<file path="src/rtl/shared_inv_sched_pkg.sv">
// Shared types and constants for the shared-inverter scheduler.
package shared_inv_sched_pkg;

  typedef enum logic {
    EMPTY = 1'b0,
    FULL  = 1'b1
  } state_e;

  localparam int unsigned CntW = 16;

endpackage

</file>
<file path="src/rtl/inverter.sv">
// W-bit bitwise inverter datapath.
module inverter #(
  parameter int unsigned W = 8
) (
  input  logic [W-1:0] i_a,
  output logic [W-1:0] o_y
);

  assign o_y = ~i_a;

endmodule

</file>
<file path="src/rtl/rr_arbiter.sv">
// Round-robin selector: the search starts at i_ptr and wraps, and the first valid index wins.
module rr_arbiter #(
  parameter int unsigned N    = 4,
  parameter int unsigned IdxW = 2
) (
  input  logic [N-1:0]    i_req,
  input  logic [IdxW-1:0] i_ptr,
  input  logic            i_en,
  output logic [N-1:0]    o_gnt,
  output logic [IdxW-1:0] o_idx,
  output logic            o_found
);

  int unsigned c;

  always_comb begin
    o_gnt   = '0;
    o_idx   = '0;
    o_found = 1'b0;
    c       = 0;
    for (int unsigned k = 0; k < N; k++) begin
      c = int'(i_ptr) + k;
      if (c >= N) c = c - N;
      if (!o_found && i_req[c]) begin
        o_found = 1'b1;
        o_idx   = IdxW'(c);
      end
    end
    // Without enable the index is still computed, but nothing is granted.
    if (i_en && o_found) o_gnt[o_idx] = 1'b1;
  end

endmodule

</file>
<file path="src/rtl/shared_inv_sched.sv">
// Round-robin scheduler sharing one inverter among NUM_REQ requesters with a registered result.
// Optional per-requester grant counters are enabled by defining SHARED_INV_SCHED_STATS_EN.
module shared_inv_sched
  import shared_inv_sched_pkg::*;
#(
  parameter int unsigned NUM_REQ = 4,
  parameter int unsigned W       = 8
) (
  input  logic                       clk,
  input  logic                       rst,
  input  logic [NUM_REQ-1:0]         req_valid,
  input  logic [NUM_REQ*W-1:0]       req_data,
  output logic [NUM_REQ-1:0]         req_ready,
  output logic                       rsp_valid,
  output logic [W-1:0]               rsp_data,
  output logic [$clog2(NUM_REQ)-1:0] rsp_id,
`ifdef SHARED_INV_SCHED_STATS_EN
  output logic [NUM_REQ*CntW-1:0]    grant_cnt,
`endif
  input  logic                       rsp_ready
);

  localparam int unsigned IdxW = $clog2(NUM_REQ);

  state_e            r_state, w_state_d;
  logic [W-1:0]      r_data;
  logic [IdxW-1:0]   r_id;
  logic [IdxW-1:0]   r_ptr;

  logic [NUM_REQ-1:0] w_gnt;
  logic [IdxW-1:0]    w_idx;
  logic               w_found;
  logic               w_slot_free;
  logic               w_xfer;
  logic [W-1:0]       w_operand;
  logic [W-1:0]       w_inv;

  // Reset gates the arbiter so a same-cycle transfer can never slip through.
  assign w_slot_free = (r_state == EMPTY) || rsp_ready;
  assign w_xfer      = |w_gnt;

  rr_arbiter #(
    .N    (NUM_REQ),
    .IdxW (IdxW)
  ) u_arb (
    .i_req   (req_valid),
    .i_ptr   (r_ptr),
    .i_en    (w_slot_free && !rst),
    .o_gnt   (w_gnt),
    .o_idx   (w_idx),
    .o_found (w_found)
  );

  always_comb begin
    w_operand = '0;
    for (int unsigned i = 0; i < NUM_REQ; i++) begin
      if (w_idx == IdxW'(i)) w_operand = req_data[i*W +: W];
    end
  end

  inverter #(
    .W (W)
  ) u_inv (
    .i_a (w_operand),
    .o_y (w_inv)
  );

  always_comb begin
    w_state_d = r_state;
    unique case (r_state)
      EMPTY:   if (w_xfer) w_state_d = FULL;
      FULL:    if (!w_xfer && rsp_ready) w_state_d = EMPTY;
      default: w_state_d = EMPTY;
    endcase
  end

  always_ff @(posedge clk) begin
    if (rst) begin
      r_state <= EMPTY;
      r_data  <= '0;
      r_id    <= '0;
      r_ptr   <= '0;
    end else begin
      r_state <= w_state_d;
      if (w_xfer) begin
        r_data <= w_inv;
        r_id   <= w_idx;
        r_ptr  <= (w_idx == IdxW'(NUM_REQ - 1)) ? '0 : w_idx + IdxW'(1);
      end
    end
  end

  assign req_ready = w_gnt;
  assign rsp_valid = (r_state == FULL);
  assign rsp_data  = r_data;
  assign rsp_id    = r_id;

`ifdef SHARED_INV_SCHED_STATS_EN
  for (genvar g = 0; g < NUM_REQ; g++) begin : g_cnt
    logic [CntW-1:0] r_cnt;
    always_ff @(posedge clk) begin
      if (rst) begin
        r_cnt <= '0;
      end else if (w_gnt[g] && (r_cnt != '1)) begin
        r_cnt <= r_cnt + CntW'(1);
      end
    end
    assign grant_cnt[g*CntW +: CntW] = r_cnt;
  end
`endif

  logic w_unused;
  assign w_unused = w_found;

endmodule

</file>
<file path="config.mk">
export PLATFORM = sky130hd
export DESIGN_NAME = shared_inv_sched
export DESIGN_NICKNAME = d
export VERILOG_FILES = /design/src/rtl/shared_inv_sched_pkg.sv /design/src/rtl/inverter.sv /design/src/rtl/rr_arbiter.sv /design/src/rtl/shared_inv_sched.sv
export SDC_FILE = /design/constraint.sdc
export NUM_CORES = 1
export LEC_CHECK = 0
export ABC_AREA = 1
export BUFFER_PORTS_ARGS = -buffer_cell sky130_fd_sc_hd__buf_2
export CORE_UTILIZATION = 50
export CTS_CLUSTER_SIZE = 14
export DETAILED_ROUTE_END_ITERATION = 8
export PLACE_DENSITY = 0.88
export SLEW_MARGIN = 20
export SYNTH_ARGS = -nofsm -noshare
export SYNTH_HDL_FRONTEND = slang
export SYNTH_SLANG_ARGS = --single-unit
</file>
<file path="constraint.sdc">
create_clock -name clk -period 4.6 [get_ports clk]
set_input_delay 0.69 -clock clk [delete_from_list [all_inputs] [get_ports clk]]
set_output_delay 0.69 -clock clk [all_outputs]
set_load 0.02 [all_outputs]
</file>
==> Yosys cells after proc, flatten, opt, wreduce, memory -nomap -nowiden <==
Index checks and enable logic that the tools add are counted.
{ "totals": {"register_bits": 13, "inputBits": 39, "wordCells": 73} }
{ "op_classes": {"n_addsub": 8, "n_lt_le_gt_ge": 10, "eq_ne": 3, "mux": 31, "bitwise_logic": 2, "n_reduce_logical": 15} }
{ "ops": {"columns": ["op", "n"], "rows": [
  ["< comparator 32 x 3 -> 1 bit, second input constant", 4],
  ["two-way mux 32 bit", 4],
  ["greater-or-equal comparator 32 x 3 -> 1 bit, second input constant", 3],
  ["subtractor 32 x 3 -> 32 bit, second input constant", 3],
  ["two-way mux 8 bit", 4],
  ["two-way mux 1 bit", 11],
  ["two-way mux 2 bit", 5],
  ["binary-select mux 1 bit (select 2 bit)", 4],
  ["inverter 8 bit", 1],
  ["logical AND 1 bit", 7],
  ["adder 2 x 2 -> 3 bit, second input constant", 2],
  ["zero test 1 bit", 5],
  ["equality test 2 bit, second input constant", 2],
  ["two-way mux 4 bit", 1],
  ["OR reduction 4 bit", 1],
  ["subtractor 2 x 3 -> 4 bit, second input constant", 1],
  ["adder 2 x 1 -> 3 bit, second input constant", 1],
  ["greater-or-equal comparator 2 x 3 -> 1 bit, second input constant", 1],
  ["< comparator 2 x 3 -> 1 bit, second input constant", 1],
  ["adder 2 x 1 -> 2 bit, second input constant", 1],
  ["demux 1 bit (select 2 bit)", 1],
  ["equality test 2 x 1 -> 1 bit, second input constant", 1],
  ["greater-or-equal comparator 2 x 1 -> 1 bit, second input constant", 1],
  ["zero test 2 bit", 1],
  ["3 further kinds", 3]
]} }

==> Longest topological paths before layout <==
Gate-level depths: netlist of the first run.
{ "depth": {"ltp_word": 24, "ltp_mapped": 22} }

==> Cells and area by module <==
A second synthesis of the first run with hierarchy kept.
{ "hier_totals": {"hier_cells": 220, "area_unflattened_um2": 1229.9} }
{ "modules_own_cells": {"columns": ["mod", "n_inst", "cells_per_inst", "area_per_inst_um2", "seq_area_each_um2"], "rows": [
  ["shared_inv_sched", 1, 139, 877.1, 260.2],
  ["rr_arbiter", 1, 73, 322.8, 0.0],
  ["inverter", 1, 8, 30.0, 0.0]
]} }

==> Worst setup path after synthesis of the first run <==
No wires, ideal clock.
{ "synth_path": {"path_type": "input port to output port", "startpoint": "input req_valid[1]", "endpoint": "output req_ready[3]", "arrival_ns": 2.484, "required_time_ns": 3.910, "path_slack_ns": 1.426, "cell_stages": 13, "path_buffers": 1, "path_cell_list": "inv_1 -> nand2_1 -> nand3_1 -> nand2_2 -> nor2_8 -> nand2_1 -> nand3_1 -> nand3_1 -> inv_1 -> ha_1 -> clkbuf_1 -> inv_1 -> nor2_1"} }
{ "synth_between": {"elab_chain_cells": 17, "word_cells_on_any_way": 29} }
{ "synth_lines": {"columns": ["element", "line", "text"], "rows": [
  ["from (decl)", "shared_inv_sched.sv:11", "input logic [NUM_REQ-1:0] req_valid,"],
  ["binary-select mux 1 bit (select 2 bit)", "rr_arbiter.sv:24", "if (!o_found && i_req[c]) begin"],
  ["two-way mux 1 bit (implied by the code)", "rr_arbiter.sv:24", null],
  ["two-way mux 1 bit", "rr_arbiter.sv:24", null],
  ["zero test 1 bit", "rr_arbiter.sv:24", null],
  ["logical AND 1 bit", "rr_arbiter.sv:24", null],
  ["two-way mux 1 bit", "rr_arbiter.sv:24", null],
  ["zero test 1 bit", "rr_arbiter.sv:24", null],
  ["logical AND 1 bit", "rr_arbiter.sv:24", null],
  ["[2 not listed]", null, null],
  ["logical AND 1 bit", "rr_arbiter.sv:24", null],
  ["two-way mux 2 bit *", "rr_arbiter.sv:24", null],
  ["named net u_arb.o_idx[0]", "rr_arbiter.sv:10", "output logic [IdxW-1:0] o_idx,"],
  ["< comparator 2 x 3 -> 1 bit (implied by the code) or greater-or-equal comparator 2 x 1 -> 1 bit (tied branches)", "rr_arbiter.sv:30", "if (i_en && o_found) o_gnt[o_idx] = 1'b1;"],
  ["logical AND 1 bit (implied by the code)", "rr_arbiter.sv:30", null],
  ["two-way mux 1 bit (implied by the code)", "rr_arbiter.sv:30", null],
  ["demux 1 bit (select 2 bit) *", null, null],
  ["two-way mux 4 bit *", "rr_arbiter.sv:30", null],
  ["to (decl)", "shared_inv_sched.sv:13", "output logic [NUM_REQ-1:0] req_ready,"]
]} }
The timed path passes the listed nets; every way through them passes the cells marked *. The select of a mux whose other input is x is not followed.

==> Worst setup path after layout of the first run <==
{ "layout_path": {"startpoint": "register r_ptr[0]", "endpoint": "output req_ready[1]"} }
{ "layout_between": {"elab_chain_cells": 19, "word_cells_on_any_way": 44} }
{ "layout_lines": {"columns": ["element", "line", "text"], "rows": [
  ["from (decl)", "shared_inv_sched.sv:28", "logic [IdxW-1:0] r_ptr;"],
  ["from (signal assigned)", "shared_inv_sched.sv:88", "r_ptr <= (w_idx == IdxW'(NUM_REQ - 1)) ? '0 : w_idx + IdxW'(1);"],
  ["parallel branches: the longest is 13 deep, another holds subtractor 32 x 3 -> 32 bit", null, null],
  ["two-way mux 2 bit *", "rr_arbiter.sv:24", null],
  ["named net u_arb.o_idx[0]", "rr_arbiter.sv:10", null],
  ["< comparator 2 x 3 -> 1 bit (implied by the code) or greater-or-equal comparator 2 x 1 -> 1 bit (tied branches)", "rr_arbiter.sv:30", null],
  ["logical AND 1 bit (implied by the code)", "rr_arbiter.sv:30", null],
  ["two-way mux 1 bit (implied by the code)", "rr_arbiter.sv:30", null],
  ["demux 1 bit (select 2 bit) *", null, null],
  ["two-way mux 4 bit *", "rr_arbiter.sv:30", null]
]} }
Mark *: on every way through the listed nets, which the timed path passes. The select of a mux whose other input is x is not followed.

==> results.json, run 1 <==
{
  "status": "completed",
  "synth_area_per_cell_um2": 6.48,
  "drt-initial-drc-count": 30,
  "path_max_fanout": 10,
  "yosysSeqAreaShare_pct": 21.7,
  "synth_top_family_by_area": "simple AND/OR/NAND/NOR gates",
  "die_w_um": 51.0,
  "synth-edff-count": 0,
  "slew_violations": 0,
  "fin_hold_ws_ps": 489,
  "grt_max_degree": 13,
  "min_period_over_period_pct": 77.9,
  "vias": 1302,
  "worstPathArrival_ps": 2890,
  "core_mm2": 0.00223,
  "muxShareOfSynthArea_pct": 5.01,
  "syn-num-nets": 228,
  "wl_met1_mm": 1.41,
  "max_freq_ghz": 0.279,
  "netlist_top_cells_count": "nand2_1 (40), nor2_1 (36), nand3_1 (15), a21oi_1 (14), dfxtp_1 (13)",
  "grt-ovfl-total": 0,
  "fin_util_pct": 65.6,
  "skew_ps": 3.11,
  "clk_pin_slew_ps": 80,
  "holdPathEnd": "rsp_id[0]$_SDFFE_PP0P_",
  "num_antenna_cells": 0,
  "cts.sinks": 13,
  "start_util_pct": 53.7,
  "power_density_mw_per_mm2": 813,
  "antenna_found_initial": 0,
  "setup_viol": 0,
  "tns_ps": 0,
  "worstSetupPathType": "reg2out",
  "cpMostUsedCell": "nand3_1",
  "synth_xor_area_share_pct": 0,
  "rr_worst_depth": 14,
  "met2_length_mm": 1.24,
  "final_hold_viol_count": 0,
  "grt_setup_unrepaired": "no",
  "synth_compound_area_share_pct": 10.8,
  "syn-instance-count": 185,
  "synth_area_leader_cell": "dfxtp_1",
  "die_h_um": 51.0,
  "slew_headroom_pct": 63.0,
  "area_growth_pct": 22.2,
  "synth_cell_types": 29,
  "insertion_delay_ps": 280,
  "final_area_mm2": 0.00147,
  "design.die.area_mm2": 0.00260,
  "routed.top_layer": "met4",
  "worstHoldPathCells": 2,
  "nets": 278,
  "r2r_start": "r_ptr[0]$_SDFFE_PP0P_",
  "critPathMaxStageDelay_ps": 580,
  "crit_chain": "nand2_1, nand3_1, nand2_2, nor2_8, nand2_1, nand3_1, nand3_1, inv_1, ha_1, clkinv_1, nor2_1, buf_2",
  "dp.final_hpwl_mm": 2.23,
  "synthTopCellsByArea": "dfxtp_1 (22%), nand2_1 (13%), nor2_1 (11%)",
  "yosys_warnings": 0,
  "yosysTopAreaCellShare_pct": 21.7,
  "cts_root_buf": "clkbuf_4",
  "post_cts_buffers": 0,
  "max_slew.worst_pin.slew_ps": 554,
  "synthArstFlopShare_pct": 0,
  "ys.flop_type": "dfxtp_1",
  "ir_worst_vdd_mv": 0.500,
  "timing.rr.end": "rsp_valid$_SDFF_PP0_",
  "cts_max_level": 1,
  "end_kind": "output pin",
  "total_power_mw": 1.19,
  "synth.most_common_cell": "nand2_1",
  "drive_gt1_share_pct": 32.5,
  "wl_mm": 2.80,
  "crit_path_top_delay_cell": "dfxtp_1",
  "fin_cells": 262,
  "gp_congestion": 0.809,
  "r2r_setup_slack_ps": 1620,
  "min-delay-start": "rsp_id[0]$_SDFFE_PP0P_",
  "cts_resized": 0,
  "ios": 54,
  "worstSetupStartpointType": "flop",
  "ant_nets": 0,
  "finalCriticalPeriod_ps": 3580,
  "cp.required_ps": 3910,
  "drv_cap": 0,
  "wire_per_inst_um": 10.7,
  "hp-class": "reg2reg",
  "ctsHoldBuffers": 0,
  "p_leak_nw": 0.799,
  "clock_path_buffers": 2,
  "netlist_area_mm2": 0.00120,
  "io_buffers": 53,
  "ys_ff_latch": 13,
  "yosys.area_share.simple_pct": 47.5,
  "cts_tree": "done",
  "detailroute.wirelength.met3_um": 110,
  "drt_pass1_iterations": 4,
  "pre_cts_ws_ps": 1130,
  "fin_ws_ps": 1020,
  "grt_use_total_pct": 23.2,
  "numCtsBuffers": 3,
  "vias_per_cell": 4.97,
  "drc": 0,
  "grt_pass1_vias": 1142,
  "place_area_mm2": 0.00144,
  "place_inst": 258,
  "grt_pass1_wl_mm": 4.71,
  "yosys.area_share.adder_pct": 4.18,
  "fp-row-count": 17
}
[power breakdown]
part / switching, mW / internal [mW] / leakage [nW]
combinational: 0.599 / 0.342 / 0.676
clock: 0.0363 / 0.0337 / 0.0150
sequential: 0.0255 / 0.155 / 0.108
total: 0.661 / 0.530 / 0.798
[registers in the layout, indices dropped and copies added, names as in the netlist]
register   count
rsp_id         2
r_ptr          2
rsp_valid      1
rsp_data       8
[critical path, delay by kind of cell (launching register included)]
family / cells / cell delay [ps]
DFF: 1 / 580
and+or+nand+nor: 8 / 1030
adders and majority gates: 1 / 390
buffers and inverters: 3 / 610
[metal layers]
metal / global-route usage [%] / vias up
met5: 0 / -
met2: 38.2 / 36
met4: 8.33 / 0
met1: 31.8 / 566
met3: 1.19 / 6
li1: - / 694
[area by class of cell]
cell class | count | area (um2)
inverters | 16 | 70.1
fillers | 216 | 768
multi-input cells | 148 | 808
flip-flops and latches | 13 | 260
clock buffers | 4 | 26.3
well taps | 28 | 35.0
repair buffers | 53 | 265
[layout by cell type, fill, tap and decap left out]
master / count
clkinv_1: 2
mux2i_1: 6
nand3_1: 15
inv_1: 12
dfxtp_1: 13
a21oi_1: 14
nor2_8: 1
ha_1: 4
o211ai_2: 2
nor2_1: 36
nand2_1: 40
nand2_4: 2
nor2_2: 1
a21oi_2: 1
clkbuf_1: 1
clkinv_4: 1
o21ai_0: 5
buf_2: 53
inv_6: 1
and2_4: 1
nand2_2: 8
nand3b_1: 9
nand3_4: 1
nand3_2: 1
clkbuf_4: 3
nand4_1: 1
[kinds of logic after synthesis]
logic type / Yosys count
muxes: 6
adders and majority gates: 4
buffers and inverters: 24
AOI/OAI and AO/OA: 22
and+or+nand+nor: 116
DFF: 13
[worst max-delay path by stage]
stage	from	to	cells after the start
2_1_floorplan	req_valid[1]	req_ready[3]	13
3_3_place_gp	req_valid[1]	req_ready[1]	14
3_5_place_dp	req_valid[1]	req_ready[1]	14
4_1_cts	r_ptr[0]$_SDFFE_PP0P_	req_ready[1]	12
5_1_grt	r_ptr[0]$_SDFFE_PP0P_	req_ready[1]	12
6_report	r_ptr[0]$_SDFFE_PP0P_	req_ready[1]	12
Power figures use the tool's default switching activity.
==> run 2: changes to the inputs <==
--- a/config.mk
+++ b/config.mk
@@ -5,12 +5,12 @@
 export SDC_FILE = /design/constraint.sdc
 export NUM_CORES = 1
 export LEC_CHECK = 0
-export ABC_AREA = 1
+export ABC_AREA = 0
 export BUFFER_PORTS_ARGS = -buffer_cell sky130_fd_sc_hd__buf_2
-export CORE_UTILIZATION = 50
+export CORE_UTILIZATION = 43
 export CTS_CLUSTER_SIZE = 14
 export DETAILED_ROUTE_END_ITERATION = 8
-export PLACE_DENSITY = 0.88
+export PLACE_DENSITY = 0.83
 export SLEW_MARGIN = 20
 export SYNTH_ARGS = -nofsm -noshare
 export SYNTH_HDL_FRONTEND = slang
==> constraint.sdc (replaced) <==
create_clock -name clk -period 3.5 [get_ports clk]
set_input_delay 0.525 -clock clk [delete_from_list [all_inputs] [get_ports clk]]
set_output_delay 0.525 -clock clk [all_outputs]
set_load 0.02 [all_outputs]
==> run 2 against run 1 <==
- synthesized cell count is 31% lower
- non-clock buffer count did not move
- total power decreased by 48%
- register-to-register slack lost 840 ps
- count of clock-buffer cells in the layout did not move
- design area is 18% lower
- routed wire length fell by 15%
- sequential share of layout area increased by 3.9 points
- cell count decreased by 23%
- first-iteration DRC count unchanged
- core utilization decreased by 5.5 points
- critical path depth shrank 5
- critical path type is now in2out
==> results.json, run 2 <==
{
  "status": "completed",
  "drt_pass1_iterations": 4,
  "yosys_warnings": 0,
  "synth.most_common_cell": "a21oi_1",
  "ir_worst_vdd_mv": 0.381,
  "cp.required_ps": 2970,
  "final_hold_viol_count": 0,
  "worstPathArrival_ps": 2290,
  "finalCriticalPeriod_ps": 2820,
  "area_growth_pct": 29.0,
  "synth_area_leader_cell": "dfxtp_1",
  "fin_ws_ps": 680,
  "p_leak_nw": 0.626,
  "cts_max_level": 1,
  "wl_mm": 2.38,
  "ant_nets": 0,
  "yosysSeqAreaShare_pct": 27.9,
  "num_antenna_cells": 0,
  "path_max_fanout": 18,
  "tns_ps": 0,
  "layout_common_cells": "buf_2 (53), a21oi_1 (28), nand2_1 (22)",
  "ios": 54,
  "syn-instance-count": 127,
  "dp.final_hpwl_mm": 1.85,
  "largest_reg_flops": 8,
  "slew_headroom_pct": 59.3,
  "nFillCells": 203,
  "numCtsBuffers": 3,
  "yosysTopAreaCellShare_pct": 27.9,
  "max_freq_ghz": 0.355,
  "drt-initial-drc-count": 30,
  "post_cts_buffers": 0,
  "netlist_area_um2": 932,
  "fin_hold_ws_ps": 456,
  "netlist_top_cells_count": "a21oi_1 (28), nand2_1 (22), dfxtp_1 (13), inv_1 (11), o21ai_0 (9)",
  "cts_root_buf": "clkbuf_4",
  "cts_tree": "done",
  "slew_violations": 0,
  "ys.flop_type": "dfxtp_1",
  "worstSetupPathType": "in2out",
  "clock_path_buffers": 2,
  "grt_setup_unrepaired": "no",
  "max_slew.worst_pin.slew_ps": 610,
  "fp-row-count": 16,
  "syn-num-nets": 170,
  "cts_resized": 0,
  "grt_pass1_vias": 937,
  "layout_commonest_cell": "buf_2",
  "synth_cell_types": 29,
  "core_mm2": 0.00200,
  "grt_pass1_wl_mm": 3.95,
  "skew_ps": 0.678,
  "vias": 1067,
  "design.die.area_mm2": 0.00236,
  "insertion_delay_ps": 260,
  "hp-class": "reg2reg",
  "fin_util_pct": 60.1,
  "nets": 219,
  "die_w_um": 48.6,
  "grt_use_total_pct": 20.6,
  "end_kind": "output pin",
  "cts.sinks": 13,
  "synth_area_per_cell_um2": 7.34,
  "drv_cap": 0,
  "synth-edff-count": 0,
  "setup_viol": 0,
  "gp_congestion": 0.820,
  "clk_pin_slew_ps": 70,
  "drive_gt1_share_pct": 35.4,
  "ys_ff_latch": 13,
  "vias_per_cell": 5.28,
  "io_buffers": 53,
  "grt-ovfl-total": 0,
  "wire_per_inst_um": 11.8,
  "antenna_found_initial": 0,
  "die_h_um": 48.6,
  "pre_cts_ws_ps": 443,
  "drc": 0,
  "grt_max_degree": 20,
  "synthArstFlopShare_pct": 0,
  "min_period_over_period_pct": 80.6,
  "start_util_pct": 46.6,
  "worstSetupStartpointType": "input pin",
  "power_density_mw_per_mm2": 514,
  "ctsHoldBuffers": 0,
  "total_power_mw": 0.618,
  "synthTopCellsByArea": "dfxtp_1 (28%), a21oi_1 (15%), nand2_1 (8.9%)"
}
==> run 2: cell types whose count changed in the layout (fill, tap and decap cells not counted), sizes merged, moves of 2 or more <==
cell    previous run  this run
a21oi             15        28
nand3             17         0
mux2i              6         0
or4                0         2
and2               1         4
nor2              38         2
o21ai              5        10
clkinv             3         0
nor2b              0         4
nand3b             9         0
inv               13        11
nand2             50        22
a32o               0         8
==> run 2: per-layer routing <==
metal | vias up | global-route usage, % | wire, um
li1 | 547 | - | -
met1 | 483 | 27.0 | 1060
met2 | 33 | 35.9 | 1180
met3 | 4 | 0.943 | 114
met4 | 0 | 6.86 | 14
met5 | - | 0 | 0
==> run 2: final timing paths <==
path | start | endpoint | slack [ps] | cells after the start
max reg2reg | r_ptr[0]$_SDFFE_PP0P_ | rsp_data[1]$_SDFFE_PP0P_ | 780 | 9
max | req_valid[2] | req_ready[3] | 680 | 7
min | rsp_id[0]$_SDFFE_PP0P_ | rsp_id[0]$_SDFFE_PP0P_ | 460 | 2
min reg2reg | rsp_id[0]$_SDFFE_PP0P_ | rsp_id[0]$_SDFFE_PP0P_ | 460 | 2
==> run 2: layout make-up <==
type | count | area (um2) | area share, %
Multi-Input combinational cell | 94 | 576 | 47.9
Timing Repair Buffer | 53 | 265 | 22.1
Sequential cell | 13 | 260 | 21.6
Inverter | 11 | 41.3 | 3.43
Tap cell | 27 | 33.8 | 2.81
Clock buffer | 4 | 26.3 | 2.19
==> run 2: logic make-up (layout without fill, tap and decap cells) <==
logic type,Yosys count,count (layout),share of synthesized area (%)
AOI/OAI and AO/OA,49,49,31.8
adders and majority gates,4,4,5.37
buffers and inverters,20,68,10.3
DFF,13,13,27.9
and+or+nand+nor,41,41,24.6
==> run 2: through the flow <==
step / instances / cell area [um2]
after floorplan: 127 / 932
after global placement: 198 / 1180
after detailed placement: 198 / 1180
after CTS: 202 / 1200
after global routing: 202 / 1200
final: 202 / 1200
==> run 2: worst max-delay path: stages <==
cell and delay, ps:
buf_2 110, nor2b_1 130, nor4b_1 380, or2_2 210, ha_1 550, and2_1 220
buf_2 160
==> run 2: where the power goes <==
group | leakage, nW | switching [mW] | total, mW | internal (mW)
logic | 0.503 | 0.193 | 0.322 | 0.129
clock network | 0.0150 | 0.0424 | 0.0864 | 0.0440
registers | 0.108 | 0.0213 | 0.209 | 0.188
total | 0.626 | 0.257 | 0.618 | 0.361
